**src/rtl/mxu_pkg.sv**
```systemverilog
// rtl/mxu_pkg.sv - shared types for the MXU result drain (FSM state, result element/matrix)
package mxu_pkg;

  localparam int MXU_DIM           = 4;
  localparam int MXU_OUT_BIT_WIDTH = 8;

  typedef enum logic {
    IDLE = 1'b0,
    SEND = 1'b1
  } drain_state_t;

  typedef logic [MXU_OUT_BIT_WIDTH-1:0]              mxu_elem_t;
  typedef mxu_elem_t [MXU_DIM-1:0][MXU_DIM-1:0]      mxu_matrix_t;

endpackage

```
**src/rtl/Counter.sv**
```systemverilog
// rtl/Counter.sv - wrapping up-counter with synchronous clear and count enable
module Counter #(
  parameter int WIDTH = 2,
  parameter int MAX   = 3
) (
  input  logic             clk,
  input  logic             reset_n,
  input  logic             clr,
  input  logic             en,
  output logic [WIDTH-1:0] count
);

  // Count 0..MAX and wrap; clear has priority over enable.
  always_ff @(posedge clk or negedge reset_n) begin
    if (!reset_n) begin
      count <= '0;
    end else if (clr) begin
      count <= '0;
    end else if (en) begin
      count <= (count == WIDTH'(MAX)) ? '0 : count + WIDTH'(1);
    end
  end

endmodule

```
**src/rtl/mxu_requant.sv**
```systemverilog
// rtl/mxu_requant.sv - narrows one result element; MXU_DRAIN_SAT_EN selects clamping over truncation
module mxu_requant
  import mxu_pkg::*;
#(
  parameter int IN_W  = 8,
  parameter int OUT_W = 6
) (
  input  logic [IN_W-1:0]  value,
  output logic [OUT_W-1:0] data,
  output logic             sat
);

`ifdef MXU_DRAIN_SAT_EN
  // Any set bit above the output range means the value exceeds the output max.
  generate
    if (OUT_W < IN_W) begin : g_clamp
      assign sat  = |value[IN_W-1:OUT_W];
      assign data = sat ? {OUT_W{1'b1}} : value[OUT_W-1:0];
    end else begin : g_pass
      assign sat  = 1'b0;
      assign data = value[OUT_W-1:0];
    end
  endgenerate
`else
  assign data = value[OUT_W-1:0];
  assign sat  = 1'b0;
`endif

endmodule

```
**src/rtl/mxu_result_drain.sv**
```systemverilog
// rtl/mxu_result_drain.sv - captures the MXU result matrix and streams it row-major (option: MXU_DRAIN_SAT_EN)
module mxu_result_drain
  import mxu_pkg::*;
#(
  parameter int DIM            = 4,
  parameter int DIM_BITS       = $clog2(DIM),
  parameter int OUT_BIT_WIDTH  = 8,
  parameter int DATA_OUT_WIDTH = 6
) (
  input  logic                                         clk,
  input  logic                                         reset_n,
  input  logic [DIM-1:0][DIM-1:0][OUT_BIT_WIDTH-1:0]   mxu_out,
  input  logic                                         mxu_out_valid,
  output logic [DATA_OUT_WIDTH-1:0]                    d_data,
  output logic [DIM_BITS-1:0]                          d_row,
  output logic [DIM_BITS-1:0]                          d_col,
  output logic                                         d_valid,
  input  logic                                         d_ready,
  output logic                                         d_last,
  output logic                                         d_sat,
  output logic                                         busy,
  output logic                                         done,
  output logic                                         overrun
);

  drain_state_t state, state_next;

  logic [DIM-1:0][DIM-1:0][OUT_BIT_WIDTH-1:0] buffer;
  logic prev;
  logic cap;
  logic handshake;
  logic last_col;
  logic final_hs;
  logic load;

  assign cap       = mxu_out_valid & ~prev;
  assign handshake = d_valid & d_ready;
  assign last_col  = (d_col == DIM_BITS'(DIM - 1));
  assign d_last    = last_col & (d_row == DIM_BITS'(DIM - 1));
  assign final_hs  = handshake & d_last;
  // A capture is accepted when idle, or when it lands exactly on the final handshake.
  assign load      = cap & ((state == IDLE) | final_hs);

  // Edge-detect history, end-of-drain pulse and sticky dropped-capture flag.
  always_ff @(posedge clk or negedge reset_n) begin
    if (!reset_n) begin
      prev    <= 1'b0;
      done    <= 1'b0;
      overrun <= 1'b0;
    end else begin
      prev <= mxu_out_valid;
      done <= final_hs;
      if (cap & (state == SEND) & ~final_hs) begin
        overrun <= 1'b1;
      end
    end
  end

  // Result buffer; only written by an accepted capture so draining is never disturbed.
  always_ff @(posedge clk or negedge reset_n) begin
    if (!reset_n) begin
      buffer <= '0;
    end else if (load) begin
      buffer <= mxu_out;
    end
  end

  // FSM state register.
  always_ff @(posedge clk or negedge reset_n) begin
    if (!reset_n) begin
      state <= IDLE;
    end else begin
      state <= state_next;
    end
  end

  // FSM next state and stream-side status outputs.
  always_comb begin
    state_next = state;
    d_valid    = 1'b0;
    busy       = 1'b0;
    case (state)
      IDLE: begin
        if (cap) begin
          state_next = SEND;
        end
      end
      SEND: begin
        d_valid = 1'b1;
        busy    = 1'b1;
        if (final_hs && !cap) begin
          state_next = IDLE;
        end
      end
      default: state_next = IDLE;
    endcase
  end

  Counter #(
    .WIDTH (DIM_BITS),
    .MAX   (DIM - 1)
  ) u_col_counter (
    .clk     (clk),
    .reset_n (reset_n),
    .clr     (load),
    .en      (handshake),
    .count   (d_col)
  );

  Counter #(
    .WIDTH (DIM_BITS),
    .MAX   (DIM - 1)
  ) u_row_counter (
    .clk     (clk),
    .reset_n (reset_n),
    .clr     (load),
    .en      (handshake & last_col),
    .count   (d_row)
  );

  mxu_requant #(
    .IN_W  (OUT_BIT_WIDTH),
    .OUT_W (DATA_OUT_WIDTH)
  ) u_requant (
    .value (buffer[d_row][d_col]),
    .data  (d_data),
    .sat   (d_sat)
  );

endmodule

```
**config.mk**
```make
export PLATFORM = sky130hd
export DESIGN_NAME = mxu_result_drain
export DESIGN_NICKNAME = d
export VERILOG_FILES = /design/src/rtl/mxu_pkg.sv /design/src/rtl/Counter.sv /design/src/rtl/mxu_requant.sv /design/src/rtl/mxu_result_drain.sv
export SDC_FILE = /design/constraint.sdc
export NUM_CORES = 1
export LEC_CHECK = 0
export ABC_AREA = 0
export BUFFER_PORTS_ARGS = -buffer_cell sky130_fd_sc_hd__buf_2
export CELL_PAD_IN_SITES_DETAIL_PLACEMENT = 0
export CELL_PAD_IN_SITES_GLOBAL_PLACEMENT = 2
export CORE_AREA = 2 2 139 127
export DETAILED_ROUTE_END_ITERATION = 8
export DIE_AREA = 0 0 141 129
export GPL_TIMING_DRIVEN = 0
export PLACE_DENSITY = 0.73
export SLEW_MARGIN = 20
export SYNTH_ARGS = -nofsm -noshare
export SYNTH_HDL_FRONTEND = slang
export SYNTH_SLANG_ARGS = --single-unit
export TNS_END_PERCENT = 20
```
**constraint.sdc**
```tcl
create_clock -name clk -period 2.3 [get_ports clk]
set_input_delay 0.345 -clock clk [delete_from_list [all_inputs] [get_ports clk]]
set_output_delay 0.345 -clock clk [all_outputs]
set_load 0.005 [all_outputs]
```
Yosys cells after proc, flatten, opt, wreduce, memory -nomap -nowiden
Cells that the tools add are included.
{ "word_totals": {"regBits": 136, "wordCells": 58, "output_inout_bits": 16, "input_bits": 132} }
{ "classes": {"eq_ne": 2, "n_lt_le_gt_ge": 2, "muxes": 14, "n_bitwise": 12, "reduce_logical": 4, "n_addsub": 2} }
{ "ops": {"columns": ["op", "n"], "rows": [
  ["32-bit binary-select mux with 2-bit select", 1],
  ["32-bit 2-to-1 mux", 1],
  ["8-bit binary-select mux with 2-bit select", 1],
  ["2-bit 2-to-1 mux", 6],
  ["1-bit AND", 8],
  ["2-bit by 3-bit < comparator with 1-bit output, second input constant", 2],
  ["6-bit 2-to-1 mux", 1],
  ["2-bit by 1-bit adder with 2-bit output, second input constant", 2],
  ["2-bit equality test, second input constant", 2],
  ["2-bit nonzero test", 2],
  ["1-bit 2-to-1 mux", 3],
  ["1-bit inverter", 3],
  ["1-bit one-hot mux with 2 select lines", 1],
  ["1-bit logical AND", 1],
  ["1-bit zero test", 1],
  ["1-bit bitwise OR", 1]
]} }

Depth between registers and ports, before layout
Gate-level depths: netlist (run 1).
{ "depth": {"word_depth": 6, "depth_mapped": 6, "depth_no_buf": 4} }

Cells and area by module
A second synthesis (run 1) with hierarchy kept.
{ "unflattened": {"hier_cells": 400, "area_unflattened_um2": 6700.2} }
{ "by_module_without_submodules": {"columns": ["mod", "cells_per_inst", "area_per_inst_um2", "n_inst", "seq_area_each_um2"], "rows": [
  ["mxu_result_drain", 376, 6443.7, 1, 3303.2],
  ["Counter", 8, 100.1, 2, 50.0],
  ["mxu_requant", 8, 56.3, 1, 0.0]
]} }

Worst setup path after synthesis (run 1)
Ideal clock, no wire load.
{ "synth_path": {"path_kind": "register to register", "from": "register u_col_counter.count[0]", "to": "register buffer[100] (netlist bit)", "period_less_slack_ns": 1.802, "slack_ns": 0.498, "stages_incl_launch_ff": 7, "arrival_ns": 1.674, "path_buffers": 2, "setup_ns": 0.127, "path_cell_list": "dfrtp_1 ha_1 nand3_1 a21oi_4 buf_6 buf_6 mux2_1"} }
{ "synth_between": {"elab_chain_len": 5} }
{ "synth_rtl": {"columns": ["element", "line", "text"], "rows": [
  ["from (decl)", "Counter.sv:10", "output logic [WIDTH-1:0] count"],
  ["from (signal assigned)", "Counter.sv:20", "count <= (count == WIDTH'(MAX)) ? '0 : count + WIDTH'(1);"],
  ["2-bit equality test", "mxu_result_drain.sv:38", "assign last_col = (d_col == DIM_BITS'(DIM - 1));"],
  ["1-bit AND", "mxu_result_drain.sv:39", "assign d_last = last_col & (d_row == DIM_BITS'(DIM - 1));"],
  ["1-bit AND", "mxu_result_drain.sv:40", "assign final_hs = handshake & d_last;"],
  ["1-bit bitwise OR", "mxu_result_drain.sv:42", "assign load = cap & ((state == IDLE) | final_hs);"],
  ["1-bit AND", "mxu_result_drain.sv:42", null],
  ["to (signal assigned)", "mxu_result_drain.sv:64", "buffer <= mxu_out;"],
  ["to (decl)", "mxu_result_drain.sv:28", "logic [DIM-1:0][DIM-1:0][OUT_BIT_WIDTH-1:0] buffer;"]
]} }
No other way between the ends.
A chain may end at the register's enable or synchronous reset.

Worst setup path in the final report (run 1)
{ "layout_path": {"from": "register u_row_counter.count[0]", "to": "output port d_data[3]"} }
{ "layout_between": {"elab_chain_len": 4} }
{ "layout_rtl": {"columns": ["element", "line", "text"], "rows": [
  ["from (decl)", "Counter.sv:10", null],
  ["from (signal assigned)", "Counter.sv:20", null],
  ["32-bit binary-select mux with 2-bit select", "mxu_result_drain.sv:125", ".value (buffer[d_row][d_col]),"],
  ["32-bit 2-to-1 mux (not written as such)", "mxu_result_drain.sv:125", null],
  ["8-bit binary-select mux with 2-bit select", "mxu_result_drain.sv:125", null],
  ["6-bit 2-to-1 mux (not written as such)", "mxu_result_drain.sv:125", null],
  ["to (decl)", "mxu_result_drain.sv:14", "output logic [DATA_OUT_WIDTH-1:0] d_data,"]
]} }
No other way between the ends. The select of a mux whose other input is x is not followed.

==> run_results.csv, run 1 <==
group,metric,value,unit
run_status,run_status,"complete, but fails checks",
run_status,failed_checks,"negative setup slack",
setup_path,crit_path_end_kind,"output port",
logic_synthesis,synth_seq_area_share,0.544,
final_layout,final-seq-area,2600,um2
sta,layout_min_cycle_time,2.41,ns
route,route.vias.total,3048,
setup_path,timing.critical_path.buf_inv,3,
floorplanning,io_pins,148,
setup_path,worst-endpoint-arrival,2.07,ns
final_layout,layout-area-overhead-vs-synth,26.7,%
power_and_ir_drop,internal_power,5.40,mW
route,drt.antenna.violating_nets,0,
power_and_ir_drop,peakVddDrop,0.000464,V
logic_synthesis,yosys_register_bits,104,
sta,finalHoldViolations,0,
grt,groute.usage.overall,0.149,
final_layout,share_of_final_layout_standard_cells_stronger_than_drive_strength_1,0.606,
logic_synthesis,synthesis.instances,294,
floorplanning,core.rowCount,45,
route,drtPass1Iterations,4,
setup_path,worstSetupPathType,"register to output port",
sta,fin_setup_tns,-0.479,ns
floorplanning,design.core.area,16700,um2
floorplanning,die_area,18200,um2
logic_synthesis,syn_avg_cell_area,16.3,um2
route,wirelength,12.9,mm
sta,rsz_0062_raised_after_global_routing,"true",
placement,gp_congestion,0.714,
sta,fmax,0.415,GHz
logic_synthesis,synth_cell_types,30,
sta,final-max-slew-violation-count,0,
sta,post-route-worst-setup-slack,-0.112,ns
final_layout,layout.filler_cells,1660,
clock_tree,path_clk_slew,0.07,ns
floorplanning,starting_utilization_of_the_core_area,0.286,
power_and_ir_drop,comb_power_share,0.381,
power_and_ir_drop,p_leak,2.75,nW
clock_tree,tritoncts.num_buffers,9,
sta,worst_clock_skew,0.00709,ns
setup_path,slowest_stage,"sky130_fd_sc_hd__mux4_1",
sta,fin_crit_sh,1.05,
final_layout,antenna-diode-count,0,
power_and_ir_drop,switching_share,0.307,
sta,holdWs,0.123,ns
route,first_iter_violations,81,
grt,via_count_of_the_first_global_routing_pass,3325,
placement,dp.final_hpwl,9.20,mm
grt,maximum_number_of_pins_on_one_net_before_global_route_repair,55,
placement,io_buffer_count,114,
setup_path,worst_path_dominant_cell_family,"multiplexers",
clock_tree,clkSinkCount,104,
sta,setup_violations,6,
sta,worstMarginPinSlew,0.732,ns
clock_tree,clk_path_buf_depth,2,
final_layout,fin_nets,560,
clock_tree,cts_tree,"yes",
logic_synthesis,synth-warning-count,0,
final_layout,multiInputGateArea,1990,um2
logic_synthesis,synthesis.nets,428,
power_and_ir_drop,p_sw,2.39,mW
clock_tree,worst_skew_pair.late_latency,0.36,ns
floorplanning,die_boundary_height,129,um
setup_path,critical_path.cell_chain,"buf_8 > buf_4 > mux4_1 > a22oi_2 > nand2_1 > buf_2",
power_and_ir_drop,clock_network_power_share,0.217,
setup_path,worst_path_max_fanout,9,
clock_tree,cts_root_buf,"sky130_fd_sc_hd__clkbuf_16",
sta,maxSlewHeadroom,0.511,
setup_path,worst-endpoint-required,1.96,ns
power_and_ir_drop,power.density,1280,nW/um2
worst_hold_path,hold_class,"input pin to register",
setup_path,timing.critical_path.slowest_cell_delay,0.56,ns
floorplanning,die_width,141,um
route,route.detailed.vias_per_inst,4.75,
route,total_drc_errors_in_the_routed_layout,0,
flow_run,max_cap_violations,0,
grt,grt_first_pass_wirelength,19.5,mm
grt,overflow,0,
power_and_ir_drop,power.share.sequential,0.402,
logic_synthesis,synth.cell_area,4790,um2
route,routedWlPerCell,20.0,um
setup_path,cp-start-kind,"register",
clock_tree,cts-htree-levels,3,
grt,grt_antenna_before_repair,1,
-- power by group through the flow --
stage / sequential [mW] / combinational, mW / clock [mW]
floorplan: 2.99 / 1.94 / 0
global placement: 3.11 / 2.75 / 0
global route: 3.24 / 3.22 / 1.82
CTS: 3.13 / 2.96 / 1.73
finish: 3.13 / 2.97 / 1.69
detailed placement: 3.15 / 2.79 / 0
-- kinds of logic after synthesis --
group / synth area share
other: 0.000784
AOI/OAI and AO/OA: 0.0314
buffers and inverters: 0.0416
DFF: 0.544
and+or+nand+nor: 0.0277
muxes: 0.350
adders and majority gates: 0.00523
-- cells in the final DEF (no fill, tap or decap), types with 3 or more instances in the layout --
cell type	n
sky130_fd_sc_hd__a22oi_1	5
sky130_fd_sc_hd__a22oi_2	7
sky130_fd_sc_hd__buf_2	114
sky130_fd_sc_hd__buf_4	13
sky130_fd_sc_hd__buf_6	4
sky130_fd_sc_hd__clkbuf_16	10
sky130_fd_sc_hd__clkbuf_8	3
sky130_fd_sc_hd__dfrtp_1	104
sky130_fd_sc_hd__mux2_1	18
sky130_fd_sc_hd__mux2_2	78
sky130_fd_sc_hd__mux4_1	6
sky130_fd_sc_hd__mux4_2	17
sky130_fd_sc_hd__nand2_1	11
sky130_fd_sc_hd__nand3b_1	4
sky130_fd_sc_hd__nor2_1	3
sky130_fd_sc_hd__o21ai_0	4
-- synth_stat cells, drive strengths merged --
cell,instances,area share
a21oi,1,0.0034
a22oi,12,0.019
and2,1,0.0016
and3,1,0.0013
buf,16,0.031
clkbuf,4,0.0097
conb,1,0.00078
dfrtp,104,0.54
ha,2,0.0052
inv,1,0.00078
mux2,96,0.23
mux4,24,0.12
nand2,11,0.0086
nand2b,1,0.0013
nand3,2,0.0021
nand3b,4,0.0063
nor2,3,0.0024
nor2b,2,0.0026
nor3b,1,0.0016
o2111ai,1,0.0018
o21ai,4,0.0042
o21bai,1,0.0016
o31ai,1,0.0016
-- registers in the layout, indices dropped and copies added, names as in the netlist --
signal and flops:
prev 1, u_col_counter.count 2, u_row_counter.count 2, overrun 1, done 1, buffer 96
state 1
-- layer usage --
layer  part of all wire  global-route usage
met1               0.45               0.193
met2               0.49               0.248
met3              0.046              0.0406
met4              0.012              0.0388
met5            0.00054                   0
-- path summary, 6_finish.rpt --
kind	startpoint	to	slack, ns	cells past startpoint
worst max-delay path	u_row_counter.count[0]	d_data[3]	-0.11	6
worst min-delay path	mxu_out_valid	prev	0.12	1
worst max register to register	u_col_counter.count[0]	buffer[100]	0.16	6
worst min register to register	overrun	overrun	0.48	1
max in group asynchronous	reset_n	buffer[8]	1.16	3
min in group asynchronous	reset_n	buffer[92]	0.51	2
-- layout make-up --
cell class,count,share of cell area
Sequential cell,104,0.429
Multi-Input combinational cell,169,0.329
Timing Repair Buffer,121,0.110
Tap cell,211,0.0435
Clock buffer,9,0.0371
Buffer,20,0.0334
Clock inverter,7,0.0169
Inverter,1,0.000619
-- per-stage QoR --
step                      cells  setup WS (ns)  utilization  power (mW)  area (um2)
after detailed placement    620         0.0173        0.338        5.94        5650
final                       642         -0.112        0.363        7.79        6060
after floorplan             294          0.498            -        4.93        4790
after global routing        642         -0.190        0.363        8.29        6060
after global placement      619         -0.257        0.336        5.86        5620
after CTS                   641         -0.168        0.360        7.82        6030
-- what timing repair did --
item / in CTS / in global routing
hold buffers: 1 / 0
cloned: 0 / 1
pin swaps: 1 / 2
buffers inserted: 4 / 0
gates resized for setup: 12 / 4
setup endpoints to repair: 6 / 18
endpoints found under the hold margin: 50 / 0
Power figures use the tool's default switching activity.
==> run 2: changes to the inputs <==
- CORE_AREA: 2 2 139 127 -> 2 2 127 116
- DIE_AREA: 0 0 141 129 -> 0 0 129 118
- PLACE_DENSITY: 0.73 -> 0.85
==> run 2 against run 1 <==
Against the previous run:
- the run still ends with negative setup slack left
- cell area is 0.74% lower
- core utilization is 7.0 points higher
- register-to-register slack better by 0.02 ns
- wire length is 5.4% lower
- global-route usage is 2.1 points higher
- non-clock buffer count is 1 higher
- setup slack better by 0.045 ns
- cell count is 2.8% lower
- flip-flop and latch count stayed put
- count of clock-buffer cells in the layout is 1 higher
- combinational power is 1% higher
- clock power is 9% lower
- largest power group unchanged
==> run_results.csv, run 2 (same netlist as run 1, synthesis figures left out) <==
group,metric,value,unit
run_status,run_status,"complete, but fails checks",
run_status,failed_checks,"negative setup slack",
setup_path,critical_path.cell_chain,"buf_8 > buf_4 > mux4_2 > a22oi_2 > nand2_1 > buf_2",
final_layout,layout-area-overhead-vs-synth,25.8,%
floorplanning,core.rowCount,41,
setup_path,ff_to_ff_start,"u_col_counter.count[0]",
route,drt.antenna.violating_nets,0,
setup_path,worstSetupPathType,"register to output port",
sta,layout_min_cycle_time,2.37,ns
floorplanning,starting_utilization_of_the_core_area,0.344,
sta,rsz_0062_raised_after_global_routing,"true",
clock_tree,clk_path_buf_depth,2,
setup_path,r2r-end,"buffer[98]",
placement,io_buffer_count,114,
floorplanning,die_boundary_height,118,um
power_and_ir_drop,peakVddDrop,0.000476,V
clock_tree,worst_skew_pair.late_latency,0.35,ns
sta,fin_setup_tns,-0.274,ns
clock_tree,cts_root_buf,"sky130_fd_sc_hd__clkbuf_16",
setup_path,regToRegSetupSlack,0.18,ns
setup_path,crit_path_end_kind,"output port",
placement,placed_cell_area,5630,um2
sta,post-route-worst-setup-slack,-0.0670,ns
grt,grt_first_pass_wirelength,18.9,mm
clock_tree,tritoncts.num_buffers,9,
route,route.vias.total,3011,
floorplanning,die_width,129,um
final_layout,largest_reg_flops,96,
final_layout,final_cell_area,6020,um2
final_layout,post_layout_nonfiller_instances,624,
setup_path,cp-start-kind,"register",
power_and_ir_drop,p_leak,2.73,nW
route,total_drc_errors_in_the_routed_layout,0,
worst_hold_path,hold_class,"input pin to register",
final_layout,antenna-diode-count,0,
sta,worstMarginPinSlew,0.739,ns
floorplanning,design.core.area,13900,um2
grt,maximum_number_of_pins_on_one_net_before_global_route_repair,64,
sta,final-max-slew-violation-count,0,
setup_path,worst_path_max_fanout,8,
sta,maxSlewHeadroom,0.506,
grt,groute.usage.overall,0.170,
setup_path,timing.critical_path.slowest_cell_delay,0.51,ns
sta,fmax,0.422,GHz
route,wirelength,12.2,mm
worst_hold_path,worst_hold_startpoint,"mxu_out_valid",
grt,overflow,0,
sta,finalHoldViolations,0,
placement,dp.final_hpwl,8.73,mm
flow_run,max_cap_violations,0,
floorplanning,io_pins,148,
clock_tree,cts_tree,"yes",
setup_path,worst-r2r-cell-count,6,
setup_path,worst-endpoint-required,1.96,ns
clock_tree,cts-htree-levels,3,
floorplanning,die_area,15200,um2
sta,fin_crit_sh,1.03,
placement,gp_congestion,0.741,
final_layout,registers.top_by_ff_count,"buffer",
grt,via_count_of_the_first_global_routing_pass,3264,
route,first_iter_violations,101,
route,drtPass1Iterations,4,
final_layout,final_util,0.433,
setup_path,slowest_stage,"sky130_fd_sc_hd__mux4_2",
grt,grt_antenna_before_repair,2,
final_layout,share_of_final_layout_standard_cells_stronger_than_drive_strength_1,0.619,
power_and_ir_drop,totalPowerFinal,7.68,mW
final_layout,fin_nets,561,
worst_hold_path,worst_hold_path.endpoint,"prev",
final_layout,most_common_cell_after_layout_fill_and_taps_aside,"sky130_fd_sc_hd__buf_2",
sta,setup_violations,6,
setup_path,worst-endpoint-arrival,2.02,ns
power_and_ir_drop,power.density,1280,nW/um2
final_layout,largestRegisters,"buffer: 96 flops, u_col_counter.count: 2 flops, u_row_counter.count: 2 flops",
clock_tree,clkSinkCount,104,
final_layout,layout.cells.most_common_list,"sky130_fd_sc_hd__buf_2 (114), sky130_fd_sc_hd__dfrtp_1 (104), sky130_fd_sc_hd__mux2_2 (78)",
clock_tree,path_clk_slew,0.06,ns
placement,placed_cells,602,
route,route.detailed.vias_per_inst,4.83,
sta,worst_clock_skew,0.00499,ns
worst_hold_path,holdPathStages,1,
route,routedWlPerCell,19.5,um
## run 2: changes by cell type in the layout (fill, tap and decap cells not counted), moves of 2 or more
cell / previous run / this run
sky130_fd_sc_hd__mux4_2: 17 / 21
sky130_fd_sc_hd__mux4_1: 6 / 2
sky130_fd_sc_hd__a22oi_1: 5 / 3
sky130_fd_sc_hd__clkinv_2: 0 / 2
sky130_fd_sc_hd__clkinv_4: 2 / 0
sky130_fd_sc_hd__a22oi_2: 7 / 9
## run 2: per-layer routing
metal	wire, um	vias up	share of wire	global-route usage
met5	16	-	0.0013	0
met4	138	2	0.011	0.0448
met3	631	14	0.052	0.0491
met2	5780	80	0.48	0.263
met1	5600	1552	0.46	0.234
li1	-	1363	-	-
## run 2: final cells by class
class,instances,area [um2]
flip-flops and latches,104,2600
repair buffers,122,679
multi-input cells,169,1990
inverters,1,3.75
fillers,1291,7880
well taps,193,241
clock inverters,5,56.3
clock buffers,10,239
plain buffers,20,208
## run 2: worst max path at each step
stage / from / endpoint / slack (ns) / cells after the start
2_1_floorplan: u_row_counter.count[0] / d_data[1] / 0.50 / 5
3_3_place_gp: reset_n / buffer[32] / -0.27 / 1
3_5_place_dp: u_row_counter.count[0] / d_data[5] / 0.1 / 6
4_1_cts: u_row_counter.count[0] / d_data[5] / -0.11 / 5
5_1_grt: u_row_counter.count[0] / d_data[1] / -0.15 / 6
6_report: u_row_counter.count[0] / d_data[1] / -0.07 / 6
## run 2: metrics by stage
stage                     hold slack [ns]  worst slack, ns
after floorplan                    0.0494            0.498
after global placement              0.460           -0.266
after detailed placement            0.292           0.0967
after CTS                           0.108           -0.105
after global routing                0.109           -0.153
final                               0.122          -0.0670
## run 2: report_power, final
part	internal, mW	switching (mW)	leakage (nW)
Clock	0.867	0.673	0.145
Sequential	2.68	0.450	1.27
Combinational	1.80	1.21	1.32
Total	5.35	2.33	2.73
## run 2: worst max-delay path: cells and delay by family (launching register included)
family          cells  cell delay [ns]
compound gates      1             0.21
buf+inv             3             0.44
mux                 1             0.51
flops               1             0.38
simple gates        1             0.12
## run 2: timing repair
item | CTS | global route
endpoints found under the hold margin | 41 | 0
gates cloned | 1 | 0
resized for setup | 21 | 3
buffers inserted | 5 | 0
hold buffers | 1 | 0
setup endpoints to repair | 6 | 6
pin swaps | 8 | 2
==> run 3: changes to the inputs <==
- ABC_AREA: 0 -> 1
- CORE_AREA: 2 2 127 116 -> 2 2 148 135
- DIE_AREA: 0 0 129 118 -> 0 0 150 137
- PLACE_DENSITY: 0.85 -> 0.86
==> run 3 against run 2 <==
Against the previous run:
- non-clock buffer count rose by 27
- the run now ends clean
- cell area rose by 13%
- highest routed layer is now met4
- global-route usage rose by 0.52 points
- total power rose by 13%
- critical path type unchanged
==> run_results.csv, run 3 <==
group,metric,value,unit
grt,groute.usage.overall,0.175,
final_layout,final_cell_area,6810,um2
clock_tree,cts_tree,"yes",
sta,worstMarginPinSlew,0.515,ns
logic_synthesis,ys.flop_type,"sky130_fd_sc_hd__dfrtp_1",
final_layout,layout.cells.most_common_list,"sky130_fd_sc_hd__nand2_1 (328), sky130_fd_sc_hd__nand3_1 (162), sky130_fd_sc_hd__buf_2 (138)",
route,wirelength,17.3,mm
setup_path,worstSetupPathType,"register to output port",
sta,finalHoldViolations,0,
grt,via_count_of_the_first_global_routing_pass,4980,
logic_synthesis,most_instantiated_library_cell_after_synthesis,"sky130_fd_sc_hd__nand2_1",
power_and_ir_drop,power.density,1270,nW/um2
final_layout,share_of_final_layout_standard_cells_stronger_than_drive_strength_1,0.221,
clock_tree,clk_path_buf_depth,2,
floorplanning,design.core.area,19000,um2
final_layout,layout.filler_cells,2153,
logic_synthesis,synth_top_cells_by_area,"sky130_fd_sc_hd__dfrtp_1 (48%), sky130_fd_sc_hd__nand2_1 (23%), sky130_fd_sc_hd__nand3_1 (15%), sky130_fd_sc_hd__inv_1 (5.8%), sky130_fd_sc_hd__buf_2 (2.6%)",
logic_synthesis,synth_cell_types,17,
power_and_ir_drop,totalPowerFinal,8.66,mW
worst_hold_path,holdPathStages,1,
sta,maxSlewHeadroom,0.657,
grt,maximum_number_of_pins_on_one_net_before_global_route_repair,54,
final_layout,registers.top_by_ff_count,"buffer",
final_layout,largest_reg_flops,96,
logic_synthesis,synth_seq_area_share,0.480,
floorplanning,die_area,20600,um2
sta,layout_min_cycle_time,2.23,ns
final_layout,layout-area-overhead-vs-synth,25.6,%
sta,fin_crit_sh,0.968,
placement,placed_cells,1118,
logic_synthesis,edff_count_synth,0,
setup_path,worst-endpoint-arrival,1.88,ns
logic_synthesis,synth_top_cell_area_share,0.480,
final_layout,most_common_cell_after_layout_fill_and_taps_aside,"sky130_fd_sc_hd__nand2_1",
setup_path,worst-r2r-cell-count,9,
route,first_iter_violations,252,
clock_tree,path_clk_slew,0.07,ns
floorplanning,die_boundary_height,137,um
setup_path,worst_path_max_fanout,10,
placement,io_buffer_count,114,
placement,gp_congestion,0.861,
final_layout,multiInputGateArea,2260,um2
route,total_drc_errors_in_the_routed_layout,0,
logic_synthesis,yosys_register_bits,104,
logic_synthesis,asyncSetResetFlopFracSynth,1.00,
logic_synthesis,synth_top_area_cell,"sky130_fd_sc_hd__dfrtp_1",
sta,final-max-slew-violation-count,0,
final_layout,largestRegisters,"buffer: 96 flops, u_col_counter.count: 2 flops, u_row_counter.count: 2 flops",
final_layout,post_layout_nonfiller_instances,1137,
logic_synthesis,synthesis.instances,753,
logic_synthesis,synthesis.nets,887,
clock_tree,worst_skew_pair.late_latency,0.36,ns
sta,worst_clock_skew,0.0102,ns
route,route.vias.total,5004,
route,drtPass1Iterations,5,
worst_hold_path,hold_class,"input pin to register",
sta,rsz_0062_raised_after_global_routing,"true",
final_layout,antenna-diode-count,0,
clock_tree,clkSinkCount,104,
sta,fmax,0.449,GHz
route,routedWlPerCell,15.2,um
placement,placed_cell_area,6340,um2
clock_tree,cts-htree-levels,3,
power_and_ir_drop,peakVddDrop,0.000352,V
grt,grt_antenna_before_repair,0,
floorplanning,die_width,150,um
route,route.detailed.vias_per_inst,4.40,
logic_synthesis,syn_avg_cell_area,7.20,um2
final_layout,final-seq-area,2600,um2
grt,overflow,0,
sta,fin_setup_tns,0,ns
flow_run,max_cap_violations,0,
final_layout,final_util,0.359,
grt,grt_first_pass_wirelength,26.7,mm
floorplanning,io_pins,148,
power_and_ir_drop,p_leak,3.86,nW
route,drt.antenna.violating_nets,0,
setup_path,worst-endpoint-required,1.96,ns
logic_synthesis,synth.cell_area,5430,um2
run_status,run_status,"completed",
placement,detailedPlace.worstSlack,0.0894,ns
setup_path,crit_path_end_kind,"output port",
final_layout,fin_nets,1016,
sta,setup_violations,0,
setup_path,cp-start-kind,"register",
logic_synthesis,synth-warning-count,0,
placement,dp.final_hpwl,13.1,mm
clock_tree,tritoncts.num_buffers,9,
logic_synthesis,synth_common_cells,"sky130_fd_sc_hd__nand2_1 (329), sky130_fd_sc_hd__nand3_1 (164), sky130_fd_sc_hd__dfrtp_1 (104), sky130_fd_sc_hd__inv_1 (84), sky130_fd_sc_hd__buf_2 (28)",
floorplanning,core.rowCount,48,
clock_tree,cts_root_buf,"sky130_fd_sc_hd__clkbuf_16",
sta,post-route-worst-setup-slack,0.0731,ns
sta,holdWs,0.0993,ns
floorplanning,starting_utilization_of_the_core_area,0.286,
run 3: changes by cell type after synthesis, moves of 7 or more:
cell	change
sky130_fd_sc_hd__inv_1	+83
sky130_fd_sc_hd__clkbuf_1	+16
sky130_fd_sc_hd__buf_2	+27
sky130_fd_sc_hd__mux2_1	-18
sky130_fd_sc_hd__mux4_2	-10
sky130_fd_sc_hd__a22oi_1	-12
sky130_fd_sc_hd__nand2_1	+318
sky130_fd_sc_hd__nand3_2	+10
sky130_fd_sc_hd__mux4_1	-13
sky130_fd_sc_hd__mux2_2	-78
sky130_fd_sc_hd__nand3_1	+162
sky130_fd_sc_hd__buf_4	-7
run 3: area by class of cell:
cell class,count,share of cell area
buffer,51,0.0456
clock buffer,10,0.0351
clock inverter,6,0.0204
inverter,84,0.0463
multi-input combinational,514,0.332
sequential,104,0.382
tap,250,0.0459
timing repair buffer,118,0.0924
run 3: cell families after synthesis:
logic type	after synthesis	share of synthesized area
fa+ha+maj	2	0.00461
flops	104	0.480
simple gates	510	0.408
other cells	1	0.000691
compound gates	1	0.00138
buf+inv	135	0.105
run 3: power by group:
part           internal (mW)  switching, mW
Clock                   1.21          0.711
Combinational           1.34           2.24
Sequential              2.67          0.489
Total                   5.22           3.44
run 3: path summary, 6_finish.rpt:
check | from | end | slack (ns)
worst max-delay path | u_row_counter.count[0] | d_data[3] | 0.07
worst min-delay path | mxu_out_valid | prev | 0.1
worst max register to register | u_col_counter.count[0] | buffer[80] | 0.39
worst min register to register | buffer[91] | buffer[91] | 0.47
max in group asynchronous | reset_n | buffer[92] | 1.15
min in group asynchronous | reset_n | buffer[34] | 0.50
run 3: timing repair:
item | CTS | global route
pin swaps | 0 | 3
hold buffers | 1 | 0
setup buffers | 2 | 0
gates resized for setup | 21 | 11
setup endpoints to repair | 6 | 6
hold endpoints to repair | 51 | 0
run 3: routing by layer:
metal	GRT usage	share of wire	vias to the layer above
li1	-	-	2583
met5	0	0	-
met4	0.0398	0.011	0
met2	0.280	0.46	105
met1	0.243	0.49	2307
met3	0.0373	0.045	9
run 3: critical path: stages, from the launching register on:
cell,delay [ns]
sky130_fd_sc_hd__dfrtp_1,0.41
sky130_fd_sc_hd__buf_4,0.17
sky130_fd_sc_hd__inv_2,0.07
sky130_fd_sc_hd__buf_6,0.14
sky130_fd_sc_hd__buf_8,0.15
sky130_fd_sc_hd__nand2_1,0.06
sky130_fd_sc_hd__nand3_1,0.10
sky130_fd_sc_hd__nand3_1,0.08
sky130_fd_sc_hd__nand3_1,0.10
sky130_fd_sc_hd__nand2_1,0.10
sky130_fd_sc_hd__buf_2,0.14
